## config.mk

```make
export PLATFORM = sky130hd
export DESIGN_NAME = uart_program_loader
export DESIGN_NICKNAME = d
export VERILOG_FILES = /design/src/rtl/uart_program_loader.sv
export SDC_FILE = /design/constraint.sdc
export NUM_CORES = 1
export LEC_CHECK = 0
export ABC_AREA = 1
export ABC_CLOCK_PERIOD_IN_PS = 1720
export CAP_MARGIN = 10
export CORE_MARGIN = 10
export CORE_UTILIZATION = 54
export CTS_BUF_LIST = sky130_fd_sc_hd__clkbuf_16
export DETAILED_ROUTE_END_ITERATION = 8
export HOLD_SLACK_MARGIN = 0.1
export PLACE_DENSITY = 0.76
export SYNTH_ARGS = -nofsm -noshare
export SYNTH_HDL_FRONTEND = slang
export SYNTH_SLANG_ARGS = --single-unit
```

## constraint.sdc

```tcl
create_clock -name clk -period 1.72 [get_ports clk]
set_input_delay 0.43 -clock clk [delete_from_list [all_inputs] [get_ports clk]]
set_output_delay 0.43 -clock clk [all_outputs]
set_load 0.1 [all_outputs]
```

## src/rtl/uart_program_loader.sv

```systemverilog
// UART 8N1 program loader: hunts for a 0xA5 sync byte, writes DEPTH data bytes into the CPU RAM,
// verifies a mod-256 checksum and holds the CPU while a frame is in flight.
module uart_program_loader #(
  parameter int unsigned CLK_FREQ_HZ  = 27_000_000,
  parameter int unsigned BAUD         = 115_200,
  parameter int unsigned DEPTH        = 16,
  parameter int unsigned TIMEOUT_BITS = 40
) (
  input  logic                     clk,
  input  logic                     rst_n,
  input  logic                     rx,
  input  logic                     enable,
  output logic                     wr_en,
  output logic [$clog2(DEPTH)-1:0] wr_addr,
  output logic [7:0]               wr_data,
  output logic                     busy,
  output logic                     cpu_hold,
  output logic                     done,
  output logic                     error
);

  localparam int unsigned Cpb  = CLK_FREQ_HZ / BAUD;
  localparam int unsigned Half = Cpb / 2;
  localparam int unsigned Tmo  = TIMEOUT_BITS * Cpb;
  localparam int unsigned Aw   = $clog2(DEPTH);
  localparam int unsigned Cw   = $clog2(Cpb);
  localparam int unsigned Tw   = $clog2(Tmo);
  localparam logic [7:0]  SyncByte = 8'hA5;

  typedef enum logic [1:0] {RxIdle, RxStart, RxData, RxStop} rx_st_e;
  typedef enum logic [1:0] {StIdle, StWaitSync, StData, StCheck} st_e;

  logic          rx_meta_q, rx_sync_q, rx_prev_q;
  rx_st_e        rx_st_q, rx_st_d;
  logic [Cw-1:0] cnt_q, cnt_d;
  logic [2:0]    bit_q, bit_d;
  logic [7:0]    shift_q, shift_d;
  logic          start_edge, byte_valid, frame_err;

  st_e           st_q, st_d;
  logic [Aw-1:0] idx_q, idx_d;
  logic [7:0]    sum_q, sum_d;
  logic [Tw-1:0] tmo_q, tmo_d;
  logic          tmo_hit;
  logic          busy_q, busy_d, done_q, done_d, error_q, error_d;
  logic          wr_en_q, wr_en_d;
  logic [Aw-1:0] wr_addr_q, wr_addr_d;
  logic [7:0]    wr_data_q, wr_data_d;

  assign start_edge = rx_prev_q & ~rx_sync_q;

  // Bit receiver: mid-bit sampling, start bit re-checked at half a bit to reject glitches.
  always_comb begin
    rx_st_d    = rx_st_q;
    cnt_d      = cnt_q;
    bit_d      = bit_q;
    shift_d    = shift_q;
    byte_valid = 1'b0;
    frame_err  = 1'b0;
    unique case (rx_st_q)
      RxIdle: begin
        if (start_edge) begin
          rx_st_d = RxStart;
          cnt_d   = '0;
        end
      end
      RxStart: begin
        if (cnt_q == Cw'(Half - 1)) begin
          cnt_d   = '0;
          bit_d   = '0;
          rx_st_d = rx_sync_q ? RxIdle : RxData;
        end else begin
          cnt_d = cnt_q + 1'b1;
        end
      end
      RxData: begin
        if (cnt_q == Cw'(Cpb - 1)) begin
          cnt_d   = '0;
          shift_d = {rx_sync_q, shift_q[7:1]};
          if (bit_q == 3'd7) rx_st_d = RxStop;
          else               bit_d   = bit_q + 1'b1;
        end else begin
          cnt_d = cnt_q + 1'b1;
        end
      end
      RxStop: begin
        if (cnt_q == Cw'(Cpb - 1)) begin
          cnt_d      = '0;
          rx_st_d    = RxIdle;
          byte_valid = rx_sync_q;
          frame_err  = ~rx_sync_q;
        end else begin
          cnt_d = cnt_q + 1'b1;
        end
      end
      default: rx_st_d = RxIdle;
    endcase
  end

  // Inter-byte timer only runs mid-frame while the receiver waits for a start bit.
  always_comb begin
    tmo_d = '0;
    if ((st_q == StData || st_q == StCheck) && rx_st_q == RxIdle && !start_edge) begin
      tmo_d = tmo_q + 1'b1;
    end
  end
  assign tmo_hit = (tmo_q == Tw'(Tmo - 1));

  always_comb begin
    st_d      = st_q;
    idx_d     = idx_q;
    sum_d     = sum_q;
    busy_d    = busy_q;
    done_d    = done_q;
    error_d   = error_q;
    wr_en_d   = 1'b0;
    wr_addr_d = wr_addr_q;
    wr_data_d = wr_data_q;
    unique case (st_q)
      StIdle: begin
        if (enable) st_d = StWaitSync;
      end
      StWaitSync: begin
        if (!enable) begin
          st_d = StIdle;
        end else if (byte_valid && shift_q == SyncByte) begin
          st_d    = StData;
          idx_d   = '0;
          sum_d   = '0;
          done_d  = 1'b0;
          error_d = 1'b0;
          busy_d  = 1'b1;
        end
      end
      StData, StCheck: begin
        // Abort takes priority over a byte completing in the same cycle.
        if (!enable || frame_err || tmo_hit) begin
          st_d    = StIdle;
          busy_d  = 1'b0;
          done_d  = 1'b0;
          error_d = 1'b1;
        end else if (byte_valid) begin
          if (st_q == StData) begin
            wr_en_d   = 1'b1;
            wr_addr_d = idx_q;
            wr_data_d = shift_q;
            sum_d     = sum_q + shift_q;
            idx_d     = idx_q + 1'b1;
            if (idx_q == Aw'(DEPTH - 1)) st_d = StCheck;
          end else begin
            if (shift_q == sum_q) done_d  = 1'b1;
            else                  error_d = 1'b1;
            busy_d = 1'b0;
            st_d   = StIdle;
          end
        end
      end
      default: st_d = StIdle;
    endcase
  end

  always_ff @(posedge clk or negedge rst_n) begin
    if (!rst_n) begin
      rx_meta_q <= 1'b1;
      rx_sync_q <= 1'b1;
      rx_prev_q <= 1'b1;
      rx_st_q   <= RxIdle;
      cnt_q     <= '0;
      bit_q     <= '0;
      shift_q   <= '0;
      st_q      <= StIdle;
      idx_q     <= '0;
      sum_q     <= '0;
      tmo_q     <= '0;
      busy_q    <= 1'b0;
      done_q    <= 1'b0;
      error_q   <= 1'b0;
      wr_en_q   <= 1'b0;
      wr_addr_q <= '0;
      wr_data_q <= '0;
    end else begin
      rx_meta_q <= rx;
      rx_sync_q <= rx_meta_q;
      rx_prev_q <= rx_sync_q;
      rx_st_q   <= rx_st_d;
      cnt_q     <= cnt_d;
      bit_q     <= bit_d;
      shift_q   <= shift_d;
      st_q      <= st_d;
      idx_q     <= idx_d;
      sum_q     <= sum_d;
      tmo_q     <= tmo_d;
      busy_q    <= busy_d;
      done_q    <= done_d;
      error_q   <= error_d;
      wr_en_q   <= wr_en_d;
      wr_addr_q <= wr_addr_d;
      wr_data_q <= wr_data_d;
    end
  end

  assign wr_en    = wr_en_q;
  assign wr_addr  = wr_addr_q;
  assign wr_data  = wr_data_q;
  assign busy     = busy_q;
  assign cpu_hold = busy_q;
  assign done     = done_q;
  assign error    = error_q;

endmodule

```

Yosys cells after proc, flatten, opt, wreduce, memory -nomap -nowiden
Index checks and enable logic that the tools add are counted.
{ "word_totals": {"reg_bits": 68, "out_inout_bits": 17} }
{ "op_classes": {"mux": 62, "n_addsub": 5, "n_reduce_logical": 23, "eq_ne": 31, "bitwise": 3} }
{ "ops": {"columns": ["op", "n"], "rows": [
  ["two-way mux 8 bit", 8],
  ["two-way mux 2 bit", 13],
  ["inequality test 2 bit (second input constant)", 12],
  ["one-hot mux 8 bit (3 select lines)", 1],
  ["two-way mux 1 bit", 23],
  ["two-way mux 4 bit", 5],
  ["AND reduction 6 bit", 3],
  ["equality test 8 bit (second input constant)", 2],
  ["one-hot mux 8 bit (2 select lines)", 1],
  ["inequality test 3 bit (second input constant)", 5],
  ["adder 14 x 1 -> 14 bit (second input constant)", 1],
  ["equality test 14 bit (second input constant)", 1],
  ["two-way mux 14 bit", 1],
  ["AND reduction 4 bit", 3],
  ["AND reduction 5 bit", 2],
  ["two-way mux 3 bit", 3],
  ["adder 8 x 1 -> 8 bit (second input constant)", 1],
  ["adder 8 bit", 1],
  ["equality test 2 bit (second input constant)", 4],
  ["equality test 8 x 7 -> 1 bit (second input constant)", 1],
  ["equality test 8 bit", 1],
  ["one-hot mux 2 bit (4 select lines)", 1],
  ["one-hot mux 4 bit (2 select lines)", 1],
  ["one-hot mux 1 bit (2 select lines)", 3],
  ["17 further kinds", 27]
]} }

Logic depth before layout (Yosys ltp)
{ "depth": {"depth_word": 7, "ltp_mapped": 12, "mapped_depth_nobuf": 11} }

Least setup slack after synthesis
OpenSTA, ideal clock, no wires.
{ "synth_path": {"path_type": "register -> output", "from": "register busy_q (netlist: busy)", "to": "output port cpu_hold", "arrival_ns": 1.340, "path_stages_with_launch": 2, "required_time_ns": 1.290, "path_slack_ns": -0.050, "cell_sequence": "dfrtp_1 -> buf_4"} }
{ "synth_rtl": {"columns": ["element", "line_no", "text"], "rows": [
  ["start: declaration", "45", "logic busy_q, busy_d, done_q, done_d, error_q, error_d;"],
  ["start signal: assignment", "193", "busy_q <= busy_d;"],
  ["end: declaration", "17", "output logic cpu_hold,"]
]} }
No word-level cell between the ends.

Worst setup path in the final report
{ "layout_path": {"from": "register cnt_q[1]", "to": "register sum_q[5]"} }
{ "layout_between": {"elab_chain_len": 7, "elab_cells_between_ends": 12, "cone_classes": "eq/ne: 4; mux: 4; reduce/logical: 4"} }
{ "layout_lines": {"columns": ["element", "line_no", "text"], "rows": [
  ["start: declaration", "35", "logic [Cw-1:0] cnt_q, cnt_d;"],
  ["start signal: assignment", "186", "cnt_q <= cnt_d;"],
  ["equality test 8 bit *", "87", "if (cnt_q == Cw'(Cpb - 1)) begin"],
  ["two-way mux 1 bit", "87", null],
  ["two-way mux 1 bit", "60", "unique case (rx_st_q)"],
  ["logical OR 1 bit (2 in a row)", "137", "if (!enable || frame_err || tmo_hit) begin"],
  ["inequality test 2 bit (no line)", null, null],
  ["AND reduction 6 bit (no line) *", null, null],
  ["end signal: assignment", "191", "sum_q <= sum_d;"],
  ["end: declaration", "42", "logic [7:0] sum_q, sum_d;"]
]} }
Every way passes the cells marked *; elsewhere a longest branch is shown, timed or not.
A chain may end at the register's enable or synchronous reset.

==> results.cfg <==
[clock_tree]
cts-root-buf = clkbuf_16
cts_tree = done
insertion_delay_ps = 340
htree_levels = 3
clk_path_buf_depth = 2
clk_pin_slew_worst_paths_ps = 60
cts_sinks = 68
numCtsBuffers = 9

[job]
maxCapViolCount = 0

[layout]
final_common_cell = nand2_1
final_cell_mix = nand2_1 (95), dfrtp_1 (64), inv_1 (47)
drive_above_1_share = 0.266
areaGrowthSynthToFinish_pct = 34.3
final_nets = 518
insertedDiodeCount = 0
stdcell_area_um2 = 4840
post-route-util = 0.754

[timing]
maxSlewViolCount = 0
slew_headroom = 0.755
fin_ws_ps = -118
hold_viol_final = 0
fin_crit_sh = 1.07
rsz0062_at_grt = true
min_period_ps = 1840
finClkSkew_ps = 8.66
finalSetupViolCount = 30
tightestPinTransition_ps = 368
max_freq_ghz = 0.544
hold_ws_ps = 102

[run_status]
status = complete, but fails checks
failed_checks = negative setup slack

[synth]
syn-cell-area_um2 = 3600
ys_types = 41
synth-main-ff-cell = dfrtp_1
synthAdderAreaFrac = 0.0542
synth_edf_count = 0
synth_async_sr_flop_share = 1.00
synthCells = 435
yosys.area_share.xor_xnor = 0.0365
synth_compound_area_frac = 0.111
synth_seq_cells = 68
seq_area_frac_synth = 0.473
synth.avg_cell_area_um2 = 8.28
synthMuxAreaShare = 0
synth_top_family_by_area = simple AND/OR/NAND/NOR gates
synth-simple-area-share = 0.258
synth_nets = 454
yosysWarnings = 0

[placement]
post-place-ws_ps = -127
dp_hpwl_um = 5950
gp_congestion = 0.922
portBuffers = 20
placed_area_um2 = 4300

[critical_path]
worstPathMaxFanout = 8
path_buf_inv = 4
crit_family = buffers and inverters
critical_path.slowest_cell = dfrtp_1
cp.required_ps = 1940
cp-end-kind = flip-flop
crit_type = flip-flop to flip-flop
crit_chain = inv_2, ha_4, nand2_4, nor2_4, buf_6, nand3_4, buf_12, a21oi_4, buf_6, nand2_8, nand2_1, o21ai_2
crit_start = cnt_q[1]
rrSetupSlack_ps = -120
r2r-start = cnt_q[1]
endpoint = sum_q[5]
path_common_cell = buf_6
worstReg2RegEnd = sum_q[5]
r2r_cells = 12
cp.arrival_ps = 2050
crit_path_max_incr_delay_ps = 390
cp.depth = 12
start_kind = flip-flop

[floorplanning]
fp.dieW_um = 102
boundaryPins = 21
start_util = 0.561
core_area_um2 = 6420
placementRows = 29
die-area_um2 = 10300
die_y_um = 102

[detailed_routing]
avgViaCountPerCell = 5.49
antenna_left = 0
drc = 0
avgRoutedWirePerCell_um = 16.2
dr.pass1.iters = 4
vias = 3187
wirelength_um = 9400
drtIter0Drc = 194

[hold_path]
hp-class = input port to asynchronous set/reset pin

[power_and_ir_drop]
ir_worst_vdd_mv = 0.613
p_leak_uw = 0.00233
p_total_uw = 6070
power.density_nw_per_um2 = 1250

[global_routing]
grt_pass1_vias = 3161
grt_use_total = 0.175
grt_max_degree = 69
grt_overflow = 0
grt_pass1_wl_um = 14600
antenna_found_initial = 0
==> cell type report <==
type	count	area, um^2
clock buffers	9	225
clock inverters	7	45.0
fillers	428	1580
inverters	51	191
multi-input cells	308	1840
flip-flops and latches	68	1710
well taps	77	96.3
repair buffers	61	737
==> power breakdown <==
part / switching (uW) / internal (uW)
registers: 256 / 1810
clock network: 715 / 969
logic: 1440 / 890
==> metrics by stage <==
step           TNS [ps]  std cells
2_1_floorplan         0        435
3_3_place_gp       -991        557
3_5_place_dp      -2310        557
4_1_cts            -134        578
5_1_grt           -5130        581
6_report          -1950        581
==> cell usage after synthesis (all sizes together) (3+ instances only) <==
| cell type | n | share of area |
|---|---|---|
| nor2 | 47 | 0.056 |
| ha | 14 | 0.049 |
| nand3 | 21 | 0.034 |
| buf | 6 | 0.011 |
| xnor2 | 4 | 0.0097 |
| nand4 | 10 | 0.022 |
| nand2 | 112 | 0.12 |
| xor2 | 11 | 0.027 |
| o21ai | 45 | 0.067 |
| clkbuf | 3 | 0.0031 |
| dfstp | 3 | 0.022 |
| inv | 51 | 0.053 |
| o22ai | 5 | 0.0087 |
| dfrtp | 65 | 0.45 |
| a21oi | 16 | 0.023 |
| nor3 | 11 | 0.017 |
==> state kept, by name, indices dropped and copies added, names as in the netlist, 2 cells and up, named ones only <==
signal   cells
tmo_q       14
cnt_q        8
shift_q      8
sum_q        8
wr_data      8
idx_q        4
wr_addr      4
bit_q        3
st_q         2
==> how the worst min path moves through the flow <==
| stage | endpoint | start | slack, ps | depth (start not counted) |
|---|---|---|---|---|
| 2_1_floorplan | asynchronous set/reset pin | rst_n | 130 | 0 |
| 3_3_place_gp | rx_sync_q | rx_meta_q | 350 | 0 |
| 3_5_place_dp | rx_sync_q | rx_meta_q | 350 | 0 |
| 4_1_cts | tmo_q[7] | rst_n | 140 | 2 |
| 5_1_grt | tmo_q[7] | rst_n | 140 | 2 |
| 6_report | tmo_q[7] | rst_n | 100 | 2 |
==> logic make-up after synthesis <==
group / Yosys count
AOI/OAI and AO/OA: 72
xor gates and xnor gates: 15
adders and majority gates: 15
buffers and inverters: 60
DFF: 68
and+or+nand+nor: 205
==> per-layer routing <==
layer | routed length (um) | share of wire | global-route usage
met1 | 4140 | 0.44 | 0.214
met2 | 4730 | 0.50 | 0.291
met3 | 321 | 0.034 | 0.0300
met4 | 210 | 0.022 | 0.0869
met5 | 0 | 0 | 0
==> what timing repair did <==
| item | CTS | global route |
|---|---|---|
| endpoints found under the setup margin | 24 | 55 |
| resized for setup | 16 | 47 |
| cloned | 1 | 0 |
| pin swaps | 8 | 11 |
| hold buffers | 0 | 0 |
| buffers inserted | 4 | 3 |
Note: power is estimated with default switching activity, not from simulation.
==> RTL change, RTL diff (same settings) <==
Re-encode `st_e` (4 values) as one-hot, 4 bits wide.
--- a/src/rtl/uart_program_loader.sv
+++ b/src/rtl/uart_program_loader.sv
@@ -30,3 +30,3 @@
   typedef enum logic [1:0] {RxIdle, RxStart, RxData, RxStop} rx_st_e;
-  typedef enum logic [1:0] {StIdle, StWaitSync, StData, StCheck} st_e;
+  typedef enum logic [3:0] {StIdle = 4'b0001, StWaitSync = 4'b0010, StData = 4'b0100, StCheck = 4'b1000} st_e;
 
Check against the original RTL: no difference found for any inputs over 10 cycles, from zero or initial values and one cycle with rst_n low; not proved beyond that.
==> RTL change against the unedited design <==
The run still ends with negative setup slack left; worst setup slack got worse by 48 ps; sequential share of layout area is 1.2 points lower; sequential cell count increased by 2; via count grew 7.0%; area after synthesis rose by 6.7%; die area rose by 5.3%; total power is 0.30% lower; wire length rose by 2.7%; design area rose by 6.6%.
==> RTL change: results (changes against the unedited design) <==
| Metric | Value |
|---|---|
| Status | `complete, but fails checks` |
| Failing checks | `negative setup slack` |
| VDD IR max | `1610 uV (+160%)` |
| Worst slew pin tran | `371 ps (+3.52 ps)` |
| Final setup violation count | `22 (-27%)` |
| Post-synthesis sequential area ratio | `45.7% (-1.6 points)` |
| Clock Tree Buf Depth | `2 (unchanged)` |
| Critical Path Sink | `idx_q[3]` |
| Crit path capture type | `register` |
| Post-synthesis cell type count | `32 (-22%)` |
| Vias in the first global route | `3361 (+6.3%)` |
| First-pass GRT wire length | `15100 microns (+3.2%)` |
| Final worst slack | `-165 ps (-47.5 ps)` |
| Gp weighted congestion | `0.868 (-5.8%)` |
| Avg Vias per Cell | `5.35 (-2.4%)` |
| Top post-synthesis cells by area | `dfrtp_1 (43%), nand2_1 (10%), inv_1 (5.9%)` |
| Largest net degree at the start of global routing | `71 (+2.9%)` |
| Final net count | `555 (+7.1%)` |
| Worst hold-check path type | `in -> async` |
| H-tree levels | `3 (unchanged)` |
| DP HPWL | `5900 microns (-0.95%)` |
| Diode count | `0 (unchanged)` |
| Post-synth ARST share | `100% (unchanged)` |
| CP arrival | `2100 ps (+50 ps)` |
| Layout cells sized above 1 | `32.3% (+5.8 points)` |
| Number of port buffers | `20 (unchanged)` |
| Initial antenna violation count | `0 (unchanged)` |
| Clock skew after layout | `4.74 ps (-3.92 ps)` |
| List of most frequent post-synthesis cells | `nand2_1 (105), dfrtp_1 (66), inv_1 (60)` |
| Most frequent cell after synthesis | `nand2_1` |
| TritonCTS Buffers | `9 (unchanged)` |
| Clk slew on worst S/H paths | `50 ps` |
| Max reg flops | `14 (unchanged)` |
| Wirelength, routed | `9660 microns (+2.7%)` |
| 1st-pass router iterations | `8 (+4)` |
| Crit path max fanout | `6 (-2)` |
| DP Area | `0.00458 sq mm (+6.7%)` |
| Largest reg by FF count | `tmo_q` |
| Leak | `2.46 nW (+5.7%)` |
| Syn Nets | `483 (+6.4%)` |
| DRT iter0 DRCs | `202 (+4.1%)` |
| Ys Warns | `0 (unchanged)` |
| All-Layer GR Usage | `16.3% (-1.2 points)` |
==> RTL change: cell count changes after synthesis, moves of 4 or more <==
cell	before	now
o21ai_0	32	23
nor2_2	4	8
o21ai_2	4	21
nor3_1	10	6
inv_1	51	60
o21ai_1	9	3
nand2_2	2	14
nand3_1	19	33
a21oi_1	15	11
==> RTL change: cell type report <==
| class | instances | area [sq um] |
|---|---|---|
| Multi-Input combinational cell | 324 | 1940 |
| Sequential cell | 70 | 1760 |
| Fill cell | 466 | 1710 |
| Timing Repair Buffer | 68 | 811 |
| Inverter | 63 | 239 |
| Clock buffer | 9 | 225 |
| Tap cell | 96 | 120 |
| Clock inverter | 7 | 66.3 |
==> RTL change: how the worst min path moves through the flow <==
stage / start / endpoint / slack [ps] / cells past startpoint
floorplan: rst_n / async pin / 130 / 0
global placement: rx_meta_q / rx_sync_q / 360 / 0
detailed placement: rx_meta_q / rx_sync_q / 360 / 0
CTS: rst_n / cnt_q[6] / 140 / 2
global route: rst_n / cnt_q[6] / 150 / 2
finish: rst_n / cnt_q[6] / 120 / 2
==> RTL change: what timing repair did <==
| action | 4_1_cts | 5_1_grt |
|---|---|---|
| pin swaps | 4 | 14 |
| setup buffers | 3 | 8 |
| endpoints found under the hold margin | 0 | 0 |
| resized for setup | 7 | 40 |
| cloned | 0 | 2 |
| setup endpoints to repair | 24 | 54 |
==> RTL change: metrics by stage <==
step / TNS, ps / hold slack [ps] / worst slack [ps] / cells
after floorplan: 0 / 134 / 76.2 / 464
after global placement: -2450 / 361 / -113 / 608
after detailed placement: -4170 / 358 / -189 / 608
after CTS: -1490 / 141 / -130 / 627
after global routing: -4870 / 146 / -229 / 637
final: -2230 / 122 / -165 / 637
==> RTL change: layer usage <==
layer  track usage [%]  share of wire, %  vias to the layer above
met5                 0                 0                        -
met2              26.5                50                      111
met3              4.52               5.6                       26
li1                  -                 -                     1643
met4              6.16               2.2                        0
met1              20.0                42                     1631
==> RTL change: critical path, cell delays in order (launching register included) <==
cell       delay, ps
dfrtp_1          380
inv_2             90
ha_4             140
nand2_4           50
nor2_4           170
nand3_4          110
o21ai_4          190
nand2_2          110
nor2_4           140
nand2_4          100
clkbuf_16        180
nand2_2           60
o21ai_2           50
==> RTL change: power breakdown <==
group          internal (mW)  leakage [nW]  switching [mW]
Clock                   1.11         0.150           0.685
Combinational          0.922          1.36            1.37
Sequential              1.82         0.950           0.150
Total                   3.85          2.46            2.20
==> RTL change: cells by family (layout without fill, tap and decap cells) <==
group,count (synthesis),after routing,share of synthesized area [%]
buf+inv,70,147,7.71
xor+xnor,12,12,2.73
simple gates,228,228,27.1
compound gates,69,69,11.6
fa+ha+maj,15,15,5.08
flops,70,70,45.7
